===== config.mk =====
export PLATFORM = sky130hd
export DESIGN_NAME = lsu
export DESIGN_NICKNAME = d
export VERILOG_FILES = /design/src/rtl/lsu_pkg.sv /design/src/rtl/lsu_align.sv /design/src/rtl/lsu.sv
export SDC_FILE = /design/constraint.sdc
export NUM_CORES = 1
export LEC_CHECK = 0
export BUFFER_PORTS_ARGS = -buffer_cell sky130_fd_sc_hd__buf_4
export CELL_PAD_IN_SITES_DETAIL_PLACEMENT = 1
export CELL_PAD_IN_SITES_GLOBAL_PLACEMENT = 2
export CORE_AREA = 2 2 142 144
export CTS_BUF_LIST = sky130_fd_sc_hd__clkbuf_8 sky130_fd_sc_hd__clkbuf_16
export CTS_CLUSTER_SIZE = 25
export DETAILED_ROUTE_END_ITERATION = 6
export DIE_AREA = 0 0 144 146
export GPL_ROUTABILITY_DRIVEN = 1
export PLACE_DENSITY = 0.88
export SYNTH_ARGS = -nofsm -noshare
export SYNTH_HDL_FRONTEND = slang
export SYNTH_SLANG_ARGS = --single-unit
export TNS_END_PERCENT = 30

===== constraint.sdc =====
create_clock -name clk -period 6.5 [get_ports clk]
set_input_delay 1.3 -clock clk [delete_from_list [all_inputs] [get_ports clk]]
set_output_delay 1.3 -clock clk [all_outputs]
set_load 0.02 [all_outputs]

===== src/rtl/lsu_pkg.sv =====
// Shared definitions for the load/store unit: funct3 width codes and FSM states.
package lsu_pkg;

    localparam logic [2:0] F3_B  = 3'b000;
    localparam logic [2:0] F3_H  = 3'b001;
    localparam logic [2:0] F3_W  = 3'b010;
    localparam logic [2:0] F3_BU = 3'b100;
    localparam logic [2:0] F3_HU = 3'b101;

    localparam int unsigned CNT_W = 8;

    typedef enum logic [1:0] {
        IDLE = 2'd0,
        BUSY = 2'd1,
        DONE = 2'd2
    } state_t;

endpackage


===== src/rtl/lsu_align.sv =====
// Byte-lane logic: store enables/replication, load extraction/extension, alignment check.
module lsu_align
    import lsu_pkg::*;
(
    input  logic [2:0]  funct3,
    input  logic [1:0]  addr_lo,
    input  logic [31:0] wdata_in,
    input  logic [31:0] rdata,
    output logic [3:0]  be,
    output logic [31:0] wdata,
    output logic [31:0] load_data,
    output logic        misaligned
);

    logic [7:0]  byte_sel;
    logic [15:0] half_sel;
    logic        sext;

    always_comb begin
        byte_sel   = rdata[7:0];
        half_sel   = addr_lo[1] ? rdata[31:16] : rdata[15:0];
        sext       = ~funct3[2];
        be         = 4'b1111;
        wdata      = wdata_in;
        load_data  = rdata;
        misaligned = 1'b0;

        case (addr_lo)
            2'd0:    byte_sel = rdata[7:0];
            2'd1:    byte_sel = rdata[15:8];
            2'd2:    byte_sel = rdata[23:16];
            default: byte_sel = rdata[31:24];
        endcase

        // funct3[1:0] is the access width; funct3[2] selects zero-extension
        case (funct3[1:0])
            2'b00: begin
                be        = 4'b0001 << addr_lo;
                wdata     = {4{wdata_in[7:0]}};
                load_data = {{24{sext & byte_sel[7]}}, byte_sel};
            end
            2'b01: begin
                be         = addr_lo[1] ? 4'b1100 : 4'b0011;
                wdata      = {2{wdata_in[15:0]}};
                load_data  = {{16{sext & half_sel[15]}}, half_sel};
                misaligned = addr_lo[0];
            end
            default: begin
                be         = 4'b1111;
                wdata      = wdata_in;
                load_data  = rdata;
                misaligned = (addr_lo != 2'b00);
            end
        endcase
    end

endmodule


===== src/rtl/lsu.sv =====
// Load/store unit: issues one data-memory access per load/store and stalls the core until it completes.
module lsu
    import lsu_pkg::*;
#(
    parameter int unsigned TIMEOUT = 255
) (
    input  logic        clk,
    input  logic        rst,
    input  logic        MemRead,
    input  logic        MemWrite,
    input  logic [2:0]  funct3,
    input  logic [31:0] Addr,
    input  logic [31:0] WriteData,
    output logic [31:0] ReadData,
    output logic        Stall,
    output logic        Fault,
    output logic        dmem_req,
    output logic        dmem_we,
    output logic [31:0] dmem_addr,
    output logic [3:0]  dmem_be,
    output logic [31:0] dmem_wdata,
    input  logic        dmem_ack,
    input  logic [31:0] dmem_rdata
);

    state_t           state;
    logic [CNT_W-1:0] cnt;
    logic             fault_q;
    logic [2:0]       f3_q;
    logic [1:0]       lo_q;

    logic [2:0]  sel_f3;
    logic [1:0]  sel_lo;
    logic [3:0]  be;
    logic [31:0] wdata;
    logic [31:0] load_data;
    logic        misaligned;
    logic        op;
    logic        f3_ok;
    logic        illegal;

    // While busy, extract load data with the issued width/offset rather than live inputs
    assign sel_f3 = (state == IDLE) ? funct3    : f3_q;
    assign sel_lo = (state == IDLE) ? Addr[1:0] : lo_q;

    lsu_align u_align (
        .funct3     (sel_f3),
        .addr_lo    (sel_lo),
        .wdata_in   (WriteData),
        .rdata      (dmem_rdata),
        .be         (be),
        .wdata      (wdata),
        .load_data  (load_data),
        .misaligned (misaligned)
    );

    always_comb begin
        f3_ok = 1'b0;
        if (MemWrite) f3_ok = funct3 inside {F3_B, F3_H, F3_W};
        else          f3_ok = funct3 inside {F3_B, F3_H, F3_W, F3_BU, F3_HU};
    end

    assign op      = MemRead | MemWrite;
    assign illegal = (MemRead & MemWrite) | ~f3_ok | misaligned;
    assign Stall   = ((state == IDLE) & op & ~illegal) | (state == BUSY);
    assign Fault   = ((state == IDLE) & op & illegal) | ((state == DONE) & fault_q);

    always_ff @(posedge clk) begin
        if (rst) begin
            state      <= IDLE;
            cnt        <= '0;
            fault_q    <= 1'b0;
            f3_q       <= '0;
            lo_q       <= '0;
            ReadData   <= '0;
            dmem_req   <= 1'b0;
            dmem_we    <= 1'b0;
            dmem_addr  <= '0;
            dmem_be    <= '0;
            dmem_wdata <= '0;
        end else begin
            case (state)
                IDLE: begin
                    if (op && !illegal) begin
                        dmem_req   <= 1'b1;
                        dmem_we    <= MemWrite;
                        dmem_addr  <= {Addr[31:2], 2'b00};
                        dmem_be    <= be;
                        dmem_wdata <= wdata;
                        f3_q       <= funct3;
                        lo_q       <= Addr[1:0];
                        cnt        <= '0;
                        state      <= BUSY;
                    end
                end
                BUSY: begin
                    cnt <= cnt + CNT_W'(1);
                    // An ack on the final allowed cycle still wins over the timeout
                    if (dmem_ack) begin
                        if (!dmem_we) ReadData <= load_data;
                        dmem_req <= 1'b0;
                        state    <= DONE;
                    end else if (cnt == CNT_W'(TIMEOUT - 1)) begin
                        dmem_req <= 1'b0;
                        fault_q  <= 1'b1;
                        state    <= DONE;
                    end
                end
                DONE: begin
                    fault_q <= 1'b0;
                    cnt     <= '0;
                    state   <= IDLE;
                end
                default: state <= IDLE;
            endcase
        end
    end

endmodule

==> results.sh, run 1 <==
export IMPL_post_drt_wl_per_cell_um=17.70
export IMPL_ctsRootBufferMaster="clkbuf_16"
export IMPL_worst_path_max_delay_cell="or3b_2"
export IMPL_clock_skew_final_ps=11.72
export IMPL_synth_main_ff_cell="dfxtp_1"
export IMPL_initial_core_util_pct=30.63
export IMPL_power_density_nw_per_um2=256.1
export IMPL_clkTransAtPathRegs_ps=60
export IMPL_grt_util_all_layers_pct=18.97
export IMPL_met2_usage_pct=31.52
export IMPL_cts_resized_gates=0
export IMPL_layout_min_cycle_time_ps=4339
export IMPL_path_max_fanout=15
export IMPL_max_cap_violations=0
export IMPL_cts_buffers=17
export IMPL_fin_crit_sh_pct=66.75
export IMPL_use_met3_pct=4.508
export IMPL_die_x_um=144
export IMPL_routed_wl_um=20180
export IMPL_final_net_count=968
export IMPL_worstSetupStartpointType="primary input"
export IMPL_core_sq_um=19330
export IMPL_cts_tree="yes"
export IMPL_first_global_vias=5621
export IMPL_yosysWarnings=0
export IMPL_setup_tns_ps=0
export IMPL_worstPathCellList="buf_4 -> or3b_2 -> and2_1 -> o211ai_1 -> o211ai_1 -> o21ai_0 -> buf_4"
export IMPL_slew_headroom_pct=31.00
export IMPL_viasPerCell=4.918
export IMPL_final_cell_mix="213 x buf_4, 116 x dfxtp_1, 87 x nand2b_1, 67 x nand2_1, 47 x nor2_1"
export IMPL_status="complete, no violations"
export IMPL_crit_family="simple AND/OR/NAND/NOR gates"
export IMPL_hold_viol_final=0
export IMPL_cts_sinks=116
export IMPL_drtIter0Drc=257
export IMPL_hpwl_um=14310
export IMPL_cts_htree_levels=4
export IMPL_final_common_cell="buf_4"
export IMPL_port_buffers=205
export IMPL_max_freq_ghz=0.2305
export IMPL_setup_ws_ps=2161
export IMPL_overflow=0
export IMPL_end_kind="output pin"
export IMPL_cp_arrival_ps=3040
export IMPL_synth_async_reset_ratio_pct=0
export IMPL_netlist_instances=678
export IMPL_synthToLayoutAreaGrowth_pct=38.74
export IMPL_drc=0
export IMPL_vdd_drop_max_mv=0.1695
export IMPL_clock_path_buffers=2
export IMPL_worst_slew_pin_slew_ps=1035
export IMPL_ctsHoldBuffers=0
export IMPL_max_stage_delay_ps=480
export IMPL_die_y_um=146
export IMPL_grt_max_degree=126
export IMPL_dr_pass1_iters=4
export IMPL_hold_class="flip-flop to flip-flop"
export IMPL_place_congestion=0.7912
export IMPL_synth_edf_count=0
export IMPL_grt_use_met1_pct=24.18
export IMPL_drive_gt1_share_pct=30.97
export IMPL_insertion_delay_ps=420
export IMPL_ios=208
export IMPL_report_final_slew_viol_count=0
export IMPL_busiest_layer="met2"
export IMPL_ant_nets=0
export IMPL_rsz0062_at_grt="no"
export IMPL_yosysUniqueCellTypes=60
export IMPL_path_class="primary input to output pin"
export IMPL_ys_ff_latch=116
export IMPL_setup_violations=0
export IMPL_synth_area_per_cell_sq_um=8.736
export IMPL_core_rowCount=51
export IMPL_cp_buffers_inverters=2
export IMPL_utilization_pct=42.50
export IMPL_antenna_found_initial=0
export IMPL_n_antenna_cell=0
export IMPL_syn_area_sq_um=5923
export IMPL_dr_total_vias=5607
export IMPL_cts_setup_buffers=0
export IMPL_die_area_sq_um=21020
export IMPL_power_leakage_nw=3.393
export IMPL_grt_pass1_wl_um=31170
export IMPL_ys_seq_area_share_pct=39.21
export IMPL_post_place_ws_ps=2158
export IMPL_dpl_instance_area_sq_um=7646
export IMPL_design_area_sq_um=8218
export IMPL_required_ps=5200
[cell usage after synthesis, drive strengths merged (2+ instances only)]
cell | n | area [sq um]
ha | 2 | 25.02
or3 | 3 | 18.77
o31ai | 4 | 30.03
and2 | 3 | 18.77
a22oi | 15 | 112.6
nor3 | 7 | 40.04
nor2 | 48 | 187.7
a211oi | 36 | 275.3
o21ai | 21 | 105.1
nand4bb | 2 | 22.52
buf | 17 | 102.6
mux2 | 34 | 420.4
nor4b | 2 | 17.52
nand2b | 87 | 544.3
a32oi | 2 | 17.52
clkbuf | 32 | 120.1
nor4 | 2 | 12.51
dfxtp | 116 | 2322
a311oi | 2 | 17.52
a31oi | 5 | 31.28
a221oi | 8 | 70.07
o211ai | 5 | 37.54
nand4 | 4 | 25.02
inv | 3 | 11.26
nand2 | 67 | 251.5
mux2i | 43 | 430.4
a21oi | 42 | 221.5
or3b | 3 | 26.28
nand3 | 13 | 65.06
nor3b | 2 | 15.01
nor2b | 30 | 187.7
[final cells by class]
class | instances | area (sq um)
inverters | 3 | 11.26
flip-flops and latches | 116 | 2322
well taps | 265 | 331.6
clock inverters | 15 | 146.4
repair buffers | 213 | 1599
multi-input cells | 511 | 3382
clock buffers | 17 | 425.4
fillers | 2280 | 11120
[stage by stage]
step	cells	hold WS, ps	total power [mW]
6_report	1140	473.6	2.104
5_1_grt	1140	494.7	2.204
4_1_cts	1140	475.2	2.134
3_5_place_dp	1108	464.8	1.206
3_3_place_gp	1108	458.1	1.200
2_1_floorplan	679	446.4	1.028
[flip-flops by register name, summed over array words and instances (netlist names)]
signal      count
cnt             8
dmem_wdata     32
dmem_be         4
ReadData       32
dmem_req        1
dmem_we         1
f3_q            3
dmem_addr      30
state           2
lo_q            2
fault_q         1
[worst register-to-register path, stage by stage, from the launching register on]
cell     delay [ps]
dfxtp_1         890
or2_1           450
o21ai_0         170
a22o_1          320
nor3_4          700
buf_4           590
mux2i_1         290
[report_power, final]
part,switching (mW),internal (mW)
clock network,0.381,0.535
registers,0.0234,0.751
logic,0.233,0.181
total,0.637,1.47
[final timing paths]
kind / from / end / slack [ps] / cells after the start
max: funct3[1] / Fault / 2160 / 7
min: fault_q / fault_q / 470 / 2
max reg2reg: state[1] / dmem_addr[31] / 3020 / 6
min reg2reg: fault_q / fault_q / 470 / 2
[layer usage]
layer | part of all wire (%) | vias up
li1 | - | 2763
met1 | 45 | 2679
met2 | 48 | 145
met3 | 5.4 | 20
met4 | 1.6 | 0
met5 | 0 | -
[cell families after synthesis]
family          after synthesis  synth area share (%)
compound gates              150                 16.90
simple gates                278                 24.80
xor+xnor                      2                0.2958
fa+ha+maj                     2                0.4224
buf+inv                      52                 3.950
mux                          77                 14.36
other cells                   1               0.06331
flops                       116                 39.21
No activity file was read; power rests on OpenSTA's default activity.
==> run 2, diff against run 1 <==
Settings changed: CORE_AREA 2 2 142 144 to 2 2 154 156, DIE_AREA 0 0 144 146 to 0 0 156 158, PLACE_DENSITY 0.88 to 0.8.
Clock period 6.5 ns to 3.7 ns, I/O delays scaled along.
==> results.sh, run 2 (synthesized netlist as in run 1, its figures left out) <==
export IMPL_cp_buffers_inverters=1
export IMPL_cp_arrival_ps=2570
export IMPL_dr_total_vias=5648
export IMPL_power_leakage_nw=3.451
export IMPL_dpl_instance_area_sq_um=7740
export IMPL_die_x_um=156
export IMPL_power_switching_share_pct=27.87
export IMPL_die_y_um=158
export IMPL_fillers=2689
export IMPL_die_area_sq_um=24650
export IMPL_cts_buffers=17
export IMPL_post_drt_wl_per_cell_um=17.67
export IMPL_max_cap_violations=0
export IMPL_post_place_ws_ps=514.9
export IMPL_crit_family="compound AO/OA/AOI/OAI gates"
export IMPL_synthToLayoutAreaGrowth_pct=40.98
export IMPL_p_comb_share_pct=19.1
export IMPL_end_kind="output pin"
export IMPL_grt_pass1_wl_um=32170
export IMPL_max_stage_delay_ps=670
export IMPL_path_max_fanout=18
export IMPL_internal_power_mw=2.763
export IMPL_drc=0
export IMPL_clock_power_share_pct=45.3
export IMPL_ff_latch_area_sq_um=2322
export IMPL_cts_htree_levels=4
export IMPL_fin_crit_sh_pct=89.39
export IMPL_setup_ws_ps=392.6
export IMPL_setup_tns_ps=0
export IMPL_final_net_count=973
export IMPL_ant_nets=0
export IMPL_rsz0062_at_grt="no"
export IMPL_power_density_nw_per_um2=458.7
export IMPL_antenna_found_initial=0
export IMPL_core_sq_um=23050
export IMPL_crit_top_cell="o211ai_1"
export IMPL_path_class="flip-flop to output pin"
export IMPL_hpwl_um=14830
export IMPL_insertion_delay_ps=420
export IMPL_cts_sinks=116
export IMPL_core_rowCount=56
export IMPL_first_global_vias=5792
export IMPL_ios=208
export IMPL_worstPathCellList="nor4b_1 -> a21oi_4 -> o211ai_1 -> o211ai_1 -> o21ai_0 -> buf_4"
export IMPL_final_cell_mix="216 x buf_4, 116 x dfxtp_1, 87 x nand2b_1, 67 x nand2_1, 47 x nor2_1"
export IMPL_cts_resized_gates=0
export IMPL_drive_gt1_share_pct=31.21
export IMPL_reg_largest_list="ReadData x32, dmem_wdata x32, dmem_addr x30"
export IMPL_clkTransAtPathRegs_ps=60
export IMPL_hold_class="flip-flop to flip-flop"
export IMPL_multiInputGateArea_sq_um=3382
export IMPL_slew_headroom_pct=49.94
export IMPL_layout_min_cycle_time_ps=3307
export IMPL_port_buffers=205
export IMPL_max_freq_ghz=0.3023
export IMPL_utilization_pct=36.22
export IMPL_cts_setup_buffers=0
export IMPL_clock_skew_final_ps=10.25
export IMPL_final_common_cell="buf_4"
export IMPL_clock_path_buffers=2
export IMPL_worstSetupStartpointType="flip-flop"
export IMPL_worst_slew_pin_slew_ps=745.9
export IMPL_drtIter0Drc=279
export IMPL_required_ps=2960
export IMPL_viasPerCell=4.836
export IMPL_n_antenna_cell=0
export IMPL_ctsRootBufferMaster="clkbuf_16"
export IMPL_p_switching_mw=1.068
export IMPL_status="complete, no violations"
export IMPL_initial_core_util_pct=25.69
export IMPL_grt_max_degree=67
export IMPL_worst_path_max_delay_cell="nor4b_1"
export IMPL_ctsHoldBuffers=0
export IMPL_vdd_drop_max_mv=0.2426
export IMPL_power_frac_seq_pct=35.7
export IMPL_grt_util_all_layers_pct=16.78
export IMPL_overflow=0
export IMPL_dr_pass1_iters=5
export IMPL_setup_violations=0
export IMPL_design_area_sq_um=8351
export IMPL_report_final_slew_viol_count=0
export IMPL_routed_wl_um=20640
export IMPL_hold_viol_final=0
export IMPL_cts_tree="yes"
export IMPL_place_congestion=0.7968
[run 2: cell types whose count changed in the layout (fill, tap and decap cells not counted)]
cell,before,now
buf_12,0,2
buf_4,213,216
bufinv_16,1,4
clkinv_2,1,3
clkinv_4,2,3
clkinvlp_4,4,2
inv_6,6,1
inv_8,1,0
[run 2: metrics by stage]
step	total power [mW]	instances	hold slack, ps
after floorplan	1.805	679	446.4
after global placement	2.121	1138	459.9
after detailed placement	2.129	1138	463.6
after CTS	3.886	1168	479.4
after global routing	4.004	1168	490.8
final	3.831	1168	473.1
[run 2: tightest hold or removal path, delay by kind of cell, from the launching register on]
kind	cells	cell delay, ps
simple gates	1	60
flops	1	310
mux	1	60
[run 2: layout make-up]
type / instances / area share [%]
clock buffers: 17 / 5.094
clock inverters: 13 / 2.218
inverters: 3 / 0.1349
multi-input cells: 511 / 40.50
flip-flops and latches: 116 / 27.81
well taps: 290 / 4.345
repair buffers: 218 / 19.90
[run 2: power groups by stage]
| stage | Combinational, mW | Clock, mW | Sequential, mW |
|---|---|---|---|
| 2_1_floorplan | 0.345 | 0 | 1.46 |
| 6_report | 0.730 | 1.73 | 1.37 |
| 3_3_place_gp | 0.730 | 0 | 1.39 |
| 5_1_grt | 0.796 | 1.83 | 1.37 |
| 3_5_place_dp | 0.737 | 0 | 1.39 |
| 4_1_cts | 0.740 | 1.78 | 1.37 |
[run 2: path summary, 6_finish.rpt]
path / startpoint / end / slack, ps / depth (start not counted)
setup / recovery: state[0] / Fault / 390 / 6
hold / removal: dmem_addr[15] / dmem_addr[15] / 470 / 2
setup reg to reg: state[0] / dmem_wdata[11] / 950 / 6
hold reg to reg: dmem_addr[15] / dmem_addr[15] / 470 / 2
[run 2: routing by layer]
metal,track usage (%),wire length (um),up-vias,part of all wire (%)
li1,-,-,2771,-
met1,20.24,8896,2704,43
met2,29.08,10270,144,50
met3,3.832,973,29,4.7
met4,6.509,497,0,2.4
met5,0,0,-,0
